==> src/rtl/alu_seq_pkg.sv <==
// Shared opcode/state encodings and flag bit positions for the alu_seq block.
package alu_seq_pkg;

    typedef enum logic [3:0] {
        OP_ADD = 4'h1,
        OP_SUB = 4'h2,
        OP_AND = 4'h3,
        OP_OR  = 4'h4,
        OP_XOR = 4'h5,
        OP_NOT = 4'h6,
        OP_SLA = 4'h7,
        OP_SRA = 4'h8,
        OP_SRL = 4'h9,
        OP_MUL = 4'hA
    } op_e;

    typedef enum logic [1:0] {
        ST_IDLE = 2'd0,
        ST_MUL  = 2'd1,
        ST_HOLD = 2'd2
    } state_e;

    // Positions inside the {neg, zero, carry, ovf} flag vector
    localparam int FLAG_NEG   = 3;
    localparam int FLAG_ZERO  = 2;
    localparam int FLAG_CARRY = 1;
    localparam int FLAG_OVF   = 0;

endpackage

==> src/rtl/alu_seq_mul.sv <==
// Iterative shift-add multiplier: one multiplier bit per cycle, WIDTH cycles,
// low WIDTH bits of the product kept.
module alu_seq_mul #(
    parameter int WIDTH = 32
) (
    input  logic             clk,
    input  logic             reset,
    input  logic             start_i,
    input  logic [WIDTH-1:0] a_i,
    input  logic [WIDTH-1:0] b_i,
    output logic             done_o,
    output logic [WIDTH-1:0] product_o
);

    localparam int CW = $clog2(WIDTH + 1);

    logic [WIDTH-1:0] mcand_q;
    logic [WIDTH-1:0] mplier_q;
    logic [WIDTH-1:0] acc_q;
    logic [CW-1:0]    cnt_q;
    logic             busy_q;

    assign done_o    = busy_q && (cnt_q == '0);
    assign product_o = acc_q;

    always_ff @(posedge clk or negedge reset) begin
        if (!reset) begin
            mcand_q  <= '0;
            mplier_q <= '0;
            acc_q    <= '0;
            cnt_q    <= '0;
            busy_q   <= 1'b0;
        end else if (start_i) begin
            mcand_q  <= a_i;
            mplier_q <= b_i;
            acc_q    <= '0;
            cnt_q    <= CW'(WIDTH);
            busy_q   <= 1'b1;
        end else if (busy_q) begin
            if (cnt_q != '0) begin
                if (mplier_q[0]) begin
                    acc_q <= acc_q + mcand_q;
                end
                mcand_q  <= mcand_q << 1;
                mplier_q <= mplier_q >> 1;
                cnt_q    <= cnt_q - CW'(1);
            end else begin
                // Product has been handed to the top this cycle
                busy_q <= 1'b0;
            end
        end
    end

endmodule

==> src/rtl/alu_seq.sv <==
// Handshaked ALU with a registered result stage. Define ALU_SEQ_MUL_EN to build
// the multi-cycle MUL opcode; otherwise opcode 1010 is reported as illegal.
module alu_seq
    import alu_seq_pkg::*;
#(
    parameter int WIDTH = 32,
    parameter int SHW   = $clog2(WIDTH)
) (
    input  logic             clk,
    input  logic             reset,
    input  logic             in_valid,
    output logic             in_ready,
    input  logic [WIDTH-1:0] inp1,
    input  logic [WIDTH-1:0] inp2,
    input  logic [3:0]       func,
    output logic             out_valid,
    input  logic             out_ready,
    output logic [WIDTH-1:0] out,
    output logic [3:0]       flags,
    output logic             err
);

    state_e           state_q;
    logic [WIDTH-1:0] out_q;
    logic [3:0]       flags_q;
    logic             err_q;

    logic             xfer;
    logic             is_mul;
    logic [WIDTH-1:0] res_d;
    logic [3:0]       flags_d;
    logic             err_d;
    logic [WIDTH:0]   sum_w;
    logic             carry_w;
    logic             ovf_w;
    logic [SHW-1:0]   sh;
    logic signed [WIDTH-1:0] op1_s;

    function automatic logic [3:0] mk_flags(input logic [WIDTH-1:0] r,
                                            input logic c, input logic v);
        logic [3:0] f;
        f             = '0;
        f[FLAG_NEG]   = r[WIDTH-1];
        f[FLAG_ZERO]  = (r == '0);
        f[FLAG_CARRY] = c;
        f[FLAG_OVF]   = v;
        return f;
    endfunction

    assign op1_s     = inp1;
    assign sh        = inp2[SHW-1:0];
    assign xfer      = in_valid && in_ready;
    assign out_valid = (state_q == ST_HOLD);
    assign out       = out_q;
    assign flags     = flags_q;
    assign err       = err_q;

    always_comb begin
        case (state_q)
            ST_IDLE: in_ready = 1'b1;
            ST_HOLD: in_ready = out_ready;
            default: in_ready = 1'b0;
        endcase
    end

    always_comb begin
        res_d   = '0;
        sum_w   = '0;
        carry_w = 1'b0;
        ovf_w   = 1'b0;
        err_d   = 1'b0;
        is_mul  = 1'b0;
        case (func)
            OP_ADD: begin
                sum_w   = {1'b0, inp1} + {1'b0, inp2};
                res_d   = sum_w[WIDTH-1:0];
                carry_w = sum_w[WIDTH];
                ovf_w   = (inp1[WIDTH-1] == inp2[WIDTH-1]) && (res_d[WIDTH-1] != inp1[WIDTH-1]);
            end
            OP_SUB: begin
                res_d   = inp1 - inp2;
                carry_w = (inp1 < inp2);
                ovf_w   = (inp1[WIDTH-1] != inp2[WIDTH-1]) && (res_d[WIDTH-1] != inp1[WIDTH-1]);
            end
            OP_AND: res_d = inp1 & inp2;
            OP_OR:  res_d = inp1 | inp2;
            OP_XOR: res_d = inp1 ^ inp2;
            OP_NOT: res_d = ~inp1;
            OP_SLA: res_d = inp1 << sh;
            OP_SRA: res_d = op1_s >>> sh;
            OP_SRL: res_d = inp1 >> sh;
`ifdef ALU_SEQ_MUL_EN
            OP_MUL: is_mul = 1'b1;
`endif
            default: err_d = 1'b1;
        endcase
        flags_d = err_d ? 4'b0000 : mk_flags(res_d, carry_w, ovf_w);
    end

`ifdef ALU_SEQ_MUL_EN
    logic             mul_done;
    logic [WIDTH-1:0] mul_prod;

    alu_seq_mul #(.WIDTH(WIDTH)) u_mul (
        .clk       (clk),
        .reset     (reset),
        .start_i   (xfer && is_mul),
        .a_i       (inp1),
        .b_i       (inp2),
        .done_o    (mul_done),
        .product_o (mul_prod)
    );
`endif

    always_ff @(posedge clk or negedge reset) begin
        if (!reset) begin
            state_q <= ST_IDLE;
            out_q   <= '0;
            flags_q <= '0;
            err_q   <= 1'b0;
        end else begin
            case (state_q)
                ST_IDLE, ST_HOLD: begin
                    if (xfer) begin
                        if (is_mul) begin
                            state_q <= ST_MUL;
                        end else begin
                            state_q <= ST_HOLD;
                            out_q   <= res_d;
                            flags_q <= flags_d;
                            err_q   <= err_d;
                        end
                    end else if (state_q == ST_HOLD && out_ready) begin
                        state_q <= ST_IDLE;
                    end
                end
`ifdef ALU_SEQ_MUL_EN
                ST_MUL: begin
                    if (mul_done) begin
                        state_q <= ST_HOLD;
                        out_q   <= mul_prod;
                        flags_q <= mk_flags(mul_prod, 1'b0, 1'b0);
                        err_q   <= 1'b0;
                    end
                end
`endif
                default: state_q <= ST_IDLE;
            endcase
        end
    end

endmodule

==> config.mk <==
export PLATFORM = sky130hd
export DESIGN_NAME = alu_seq
export DESIGN_NICKNAME = d
export VERILOG_FILES = /design/src/rtl/alu_seq_pkg.sv /design/src/rtl/alu_seq_mul.sv /design/src/rtl/alu_seq.sv
export SDC_FILE = /design/constraint.sdc
export NUM_CORES = 1
export LEC_CHECK = 0
export CORE_MARGIN = 3
export CORE_UTILIZATION = 35
export CTS_CLUSTER_DIAMETER = 50
export DETAILED_ROUTE_END_ITERATION = 12
export GPL_TIMING_DRIVEN = 0
export PLACE_DENSITY = 0.54
export SYNTH_ARGS = -nofsm -noshare
export SYNTH_HDL_FRONTEND = slang
export SYNTH_SLANG_ARGS = --single-unit
==> constraint.sdc <==
create_clock -name clk -period 4.76 [get_ports clk]
set_input_delay 0.952 -clock clk [delete_from_list [all_inputs] [get_ports clk]]
set_output_delay 0.952 -clock clk [all_outputs]
set_load 0.005 [all_outputs]
==> results.ini, run 1 <==
[global_routing]
track_usage=0.372
grt_start_max_net_pins=39
antenna_found_initial=1
grt_pass1_wl_um=91300
grt_pass1_vias=12660
grt_remaining_overflow=0

[power]
clkPwrFrac=0.138
p_sw_w=0.00120
intPower_w=0.00121
peakVddDrop_uv=142
p_leak_nw=5.56
combinationalPowerShare=0.698
pwr-share-seq=0.164
p_sw_frac=0.498
total_power_w=0.00242
p_per_area_mw_per_mm2=181

[synthesis]
synthDistinctLibCells=98
synth_compound_gate_area_share=0.336
synthesis.area_mm2=0.0108
synthFlopType=dfrtp_1
yosys.area_share.adder=0.116
synth_top_area_frac=0.112
synth_top_family_by_area=compound AO/OA/AOI/OAI gates
syn_nets=1620
synth_seq_cells=38
synth_common_cells=158 x nand2_1, 126 x a21oi_1, 112 x nor2_1
yosysMostFrequentCell=nand2_1
yosys_warnings=0
synthMuxAreaShare=0.173
netlist_top_cells_area=ha_1 11%, dfrtp_1 8.8%, mux4_2 8.7%
synth_top_area_cell=ha_1
synth_edf_count=0
synth_cells=1449
synth-simple-area-share=0.192
synth_seq_area_share=0.0878
avgSynthCellArea_um2=7.48
synth-xor-area-share=0.00889
synth-async-reset-ratio=1.00

[detailed_routing]
route.vias.total=13714
drt-wirelength-per-cell_um=32.5
ant_nets=0
via_per_inst=6.89
drc_errors=0
wirelength_um=64700
drt_iter0_drc=1931
first_pass_iters=6

[sta]
skew_ns=0.00456
fmax_mhz=204
period_share=1.03
maxSlewHeadroom=0.162
worst_pin_slew_ns=1.25
whs_ns=0.473
finalSetupViolCount=1
min_period_ns=4.89
rsz0062_at_grt=true
worst_slack_ns=-0.134
hold_viol=0
slew_violations=0

[floorplan]
rows=63
die_area_mm2=0.0331
fp.coreArea_mm2=0.0301
start_util=0.360
dieHeight_um=182
ioPinCount=111
dieWidth_um=182

[clock_tree]
htree_levels=2
clk_pin_slew_worst_paths_ns=0.06
cts_buffers=5
clock_sinks=38
cts_tree=yes
clkLatencyLatePin_ns=0.28
root_buffer=clkbuf_16
hold_buffers=0
cts.path.max_buffers=2

[finish]
fin_cells=1989
final_layout_size_suffix_gt1_frac=0.163
syn2layout_area_growth_pct=23.2
num_antenna_cells=0
nNetsFinal=1769
final_cell_area_mm2=0.0133

[setup_path]
crit_path_max_fanout=10
path_class=in -> reg
required_ns=4.98
critPathCaptureType=flip-flop
critPathArrivalTime_ns=5.12
critPathLaunchType=primary input

[status]
status=finished with violations
violations=setup timing

[placement]
dp.cells=1950
placed_cell_area_mm2=0.0124
io_buffers=110
hpwl_um=52100
place_congestion=1.05

[job]
cap_viol_max_count=0

[min_path]
hold_path.class=reg -> reg

[power by group through the flow]
stage | clock network, W | registers (W) | logic, W
3_5_place_dp | 0 | 0.000402 | 0.00150
4_1_cts | 0.000344 | 0.000396 | 0.00157
6_report | 0.000334 | 0.000396 | 0.00169
3_3_place_gp | 0 | 0.000401 | 0.00151
2_1_floorplan | 0 | 0.000403 | 0.000853
5_1_grt | 0.000351 | 0.000402 | 0.00175
[worst max-delay path, stage by stage]
cell and delay (ns):
clkdlybuf4s50_1 0.55, clkbuf_2 0.36, buf_2 0.42, clkbuf_1 0.57, o21ai_0 0.21, a22oi_1 0.20
o221ai_1 0.16, a21oi_1 0.32, o221ai_4 0.26, nor3_1 0.21, and4_1 0.25, nand4_1 0.16
nor4_2 0.29, a41o_1 0.19
[worst paths after layout]
kind                       depth (start not counted)                    to  slack, ns              startpoint
setup / recovery                                  14  flags[2]$_DFFE_PN0P_      -0.13                 func[0]
hold / removal                                     2    out[4]$_DFFE_PN0P_       0.47      out[4]$_DFFE_PN0P_
setup reg to reg                                   7  flags[2]$_DFFE_PN0P_       2.55  state_q[1]$_DFFE_PN0P_
hold reg to reg                                    2    out[4]$_DFFE_PN0P_       0.47      out[4]$_DFFE_PN0P_
max in group asynchronous                          1   out[20]$_DFFE_PN0P_       3.44                   reset
min in group asynchronous                          1    out[9]$_DFFE_PN0P_       0.78                   reset
[state kept, by name (all words and copies together) (netlist names)]
signal,cells
err,1
state_q,1
out,32
flags,4
[metrics by stage]
step | util | setup slack (ns) | setup TNS [ns]
floorplan | - | 0.176 | 0
global placement | 0.413 | -2.46 | -41.92
detailed placement | 0.413 | -2.40 | -40.92
CTS | 0.431 | 0.00174 | 0
global route | 0.443 | -0.159 | -0.180
finish | 0.443 | -0.134 | -0.134
[per-layer routing]
metal	GRT usage	part of all wire	vias to the layer above
met2	0.556	0.42	1041
met4	0.136	0.050	0
met3	0.0899	0.12	177
met1	0.519	0.41	6704
li1	-	-	5792
met5	0	0	-
[placed cells by master (no fill, tap or decap), types with 23 or more instances in the layout]
cell type,n
nand3_1,33
o21ai_0,84
clkbuf_1,41
dfrtp_1,38
a22oi_1,23
nand2_1,158
a21oi_1,119
clkdlybuf4s50_1,89
nor3_1,28
nor2_1,111
mux4_2,42
inv_1,96
buf_4,42
o22ai_1,24
ha_1,97
o211ai_1,28
mux2i_1,51
[cells by family after synthesis]
| group | count (synthesis) |
|---|---|
| compound gates | 521 |
| xor+xnor | 11 |
| fa+ha+maj | 99 |
| buf+inv | 217 |
| flops | 38 |
| mux | 122 |
| simple gates | 441 |
[area by class of cell]
class,instances,area [um^2]
sequential,38,951
clock inverter,2,12.5
clock buffer,6,139
fill,3201,16800
multi-input combinational,1194,9310
tap,390,488
inverter,101,394
timing repair buffer,143,1350
buffer,115,699
[repair_timing]
action                     4_1_cts  5_1_grt
pin swaps                       15       27
buffers inserted                 9       23
cloned                           0        0
setup endpoints to repair       32       10
gates resized for setup        115       60
Power figures use the tool's default switching activity.
==> run 2: changes to the inputs <==
--- a/config.mk
+++ b/config.mk
@@ -5,11 +5,12 @@
 export SDC_FILE = /design/constraint.sdc
 export NUM_CORES = 1
 export LEC_CHECK = 0
+export CAP_MARGIN = 10
 export CORE_MARGIN = 3
 export CORE_UTILIZATION = 35
 export CTS_CLUSTER_DIAMETER = 50
 export DETAILED_ROUTE_END_ITERATION = 12
-export GPL_TIMING_DRIVEN = 0
+export GPL_TIMING_DRIVEN = 1
 export PLACE_DENSITY = 0.54
 export SYNTH_ARGS = -nofsm -noshare
 export SYNTH_HDL_FRONTEND = slang
==> results.ini, run 2 (synthesis results as in run 1) <==
[status]
status=finished clean  ; was finished with violations

[setup_path]
crit_chain=clkdlybuf4s50_1 > inv_1 > ha_1 > buf_4 > inv_1 > nand2_1 > nor4_1 > a221oi_2 > o31ai_1 > a21oi_1 > a21oi_1 > o221ai_1 > a21o_1 > nor4_1 > a41o_1  ; was clkdlybuf4s50_1 > clkbuf_2 > buf_2 > clkbuf_1 > o21ai_0 > a22oi_1 > o221ai_1 > a21oi_1 > o221ai_4 > nor3_1 > and4_1 > nand4_1 > nor4_2 > a41o_1
worst_path_dominant_cell_family=compound AO/OA/AOI/OAI gates  ; was buffers and inverters
critPathBufInv=4  ; unchanged
critPathLaunchType=primary input  ; unchanged
required_ns=4.98  ; about the same
cpMaxStageDelayCell=clkdlybuf4s50_1  ; was clkbuf_1
r2r_setup_slack_ns=2.63  ; was 2.55 ns
critPathCaptureType=flip-flop  ; unchanged
critPathArrivalTime_ns=4.80  ; was 5.12 ns
path_class=in -> reg  ; unchanged
max_stage_delay_ns=0.69  ; was 0.57 ns
crit_path_max_fanout=5  ; was 10

[clock_tree]
htree_levels=2  ; unchanged
cts_buffers=5  ; unchanged
root_buffer=clkbuf_16  ; unchanged
clock_sinks=38  ; unchanged
cts.path.max_buffers=2  ; unchanged
clk_pin_slew_worst_paths_ns=0.06  ; about the same
clkLatencyLatePin_ns=0.28  ; about the same
postCtsSetupBuffers=0  ; was 9
cts_tree=yes  ; unchanged

[detailed_routing]
wirelength_um=58600  ; was 64700 um
via_per_inst=6.36  ; was 6.89
drc_errors=0  ; unchanged
ant_nets=0  ; unchanged
drt-wirelength-per-cell_um=27.7  ; was 32.5 um
first_pass_iters=6  ; unchanged
drt_iter0_drc=1509  ; was 1931
route.vias.total=13444  ; was 13714

[floorplan]
die_area_mm2=0.0331  ; unchanged
dieHeight_um=182  ; unchanged
fp.coreArea_mm2=0.0301  ; unchanged
start_util=0.360  ; unchanged
dieWidth_um=182  ; unchanged
rows=63  ; unchanged
ioPinCount=111  ; unchanged

[finish]
nNetsFinal=1895  ; was 1769
fin_cells=2115  ; was 1989
mostFrequentLayoutCells=265 x buf_4, 158 x nand2_1, 125 x a21oi_1, 112 x nor2_1, 103 x clkdlybuf4s50_1  ; was 158 x nand2_1, 119 x a21oi_1, 111 x nor2_1, 97 x ha_1, 96 x inv_1
fillers=3096  ; was 3201
num_antenna_cells=0  ; unchanged
final_common_cell=buf_4  ; was nand2_1
largest_reg_flops=32  ; unchanged
syn2layout_area_growth_pct=31.3  ; was 23.2%
final_layout_size_suffix_gt1_frac=0.228  ; was 0.163

[global_routing]
grtUsageMet3=0.0353  ; was 0.0899
grt_pass1_wl_um=86100  ; was 91300 um
grtUsageMet2=0.547  ; was 0.556
grt-busiest-layer=met2  ; unchanged
grt_pass1_vias=12923  ; was 12660
use_met1=0.474  ; was 0.519
antenna_found_initial=1  ; unchanged
grt_start_max_net_pins=46  ; was 39
grt_remaining_overflow=0  ; unchanged
track_usage=0.342  ; was 0.372

[placement]
hpwl_um=48300  ; was 52100 um
dp.cells=2107  ; was 1950
place_congestion=1.04  ; was 1.05
io_buffers=110  ; unchanged
pre_cts_slack_ns=-0.182  ; was -2.40 ns

[power]
total_power_w=0.00247  ; was 0.00242 W
peakVddDrop_uv=122  ; was 142 uV
p_leak_nw=6.26  ; was 5.56 nW
p_per_area_mw_per_mm2=174  ; was 181 mW/mm^2

[sta]
worst_slack_ns=0.181  ; was -0.134 ns
maxSlewHeadroom=0.273  ; was 0.162
hold_viol=0  ; unchanged
min_period_ns=4.58  ; was 4.89 ns
worst_pin_slew_ns=1.08  ; was 1.25 ns
period_share=0.962  ; was 1.03
finalSetupViolCount=0  ; was 1
slew_violations=0  ; unchanged
rsz0062_at_grt=false  ; was true
skew_ns=0.00652  ; was 0.00456 ns
fmax_mhz=218  ; was 204 MHz

[job]
cap_viol_max_count=0  ; unchanged

[min_path]
hold_path.class=reg -> reg  ; unchanged

run 2: changes by cell type in the layout (fill, tap and decap cells not counted), sizes merged:
cell,delta
dlymetal6s2s,-6
clkdlybuf4s15,-4
clkdlybuf4s50,+14
clkinvlp,-2
dlygate4sd2,-7
clkbuf,-65
inv,+1
clkinv,+1
buf,+194
run 2: layout make-up:
cell class	instances	area, um^2	area share
timing repair buffer	384	3260	0.229
sequential	38	951	0.0668
tap	390	488	0.0343
clock inverter	2	12.5	0.000879
multi-input combinational	1194	9000	0.633
clock buffer	6	139	0.00976
inverter	101	379	0.0266
run 2: tightest hold or removal path, cell delays in order (launching register included):
cell	delay, ns
dfrtp_1	0.34
nand2_1	0.05
nand2_1	0.05
run 2: worst paths after layout:
check	start	cells past startpoint	end
max in group asynchronous	reset	1	out[15]$_DFFE_PN0P_
min reg2reg	out[30]$_DFFE_PN0P_	2	out[30]$_DFFE_PN0P_
max	inp1[13]	15	flags[2]$_DFFE_PN0P_
min in group asynchronous	reset	1	out[5]$_DFFE_PN0P_
max reg2reg	state_q[1]$_DFFE_PN0P_	8	flags[2]$_DFFE_PN0P_
min	out[30]$_DFFE_PN0P_	2	out[30]$_DFFE_PN0P_
run 2: metal layers:
layer	vias up	part of all wire
met1	6560	0.44
met5	-	0.00022
met3	137	0.070
met2	701	0.44
li1	6044	-
met4	2	0.049
run 2: per-stage QoR:
step                cell area, um^2  setup TNS (ns)   util  hold WS (ns)
finish                        14200               0  0.473         0.474
global route                  14200               0  0.473         0.514
CTS                           14200               0  0.472         0.482
detailed placement            14000          -0.239  0.467         0.469
global placement              14000          -0.103  0.467         0.461
floorplan                     10800               0      -         0.463
run 2: timing repair:
action / CTS / global route
gates resized for setup: 0 / 8
hold buffers: 0 / 0
setup endpoints to repair: 0 / 1
run 2: where the power goes:
part / total [W] / internal [W] / switching [W]
Clock: 0.000336 / 0.000207 / 0.000129
Sequential: 0.000395 / 0.000370 / 0.0000257
Combinational: 0.00174 / 0.000760 / 0.000982
Total: 0.00247 / 0.00134 / 0.00114
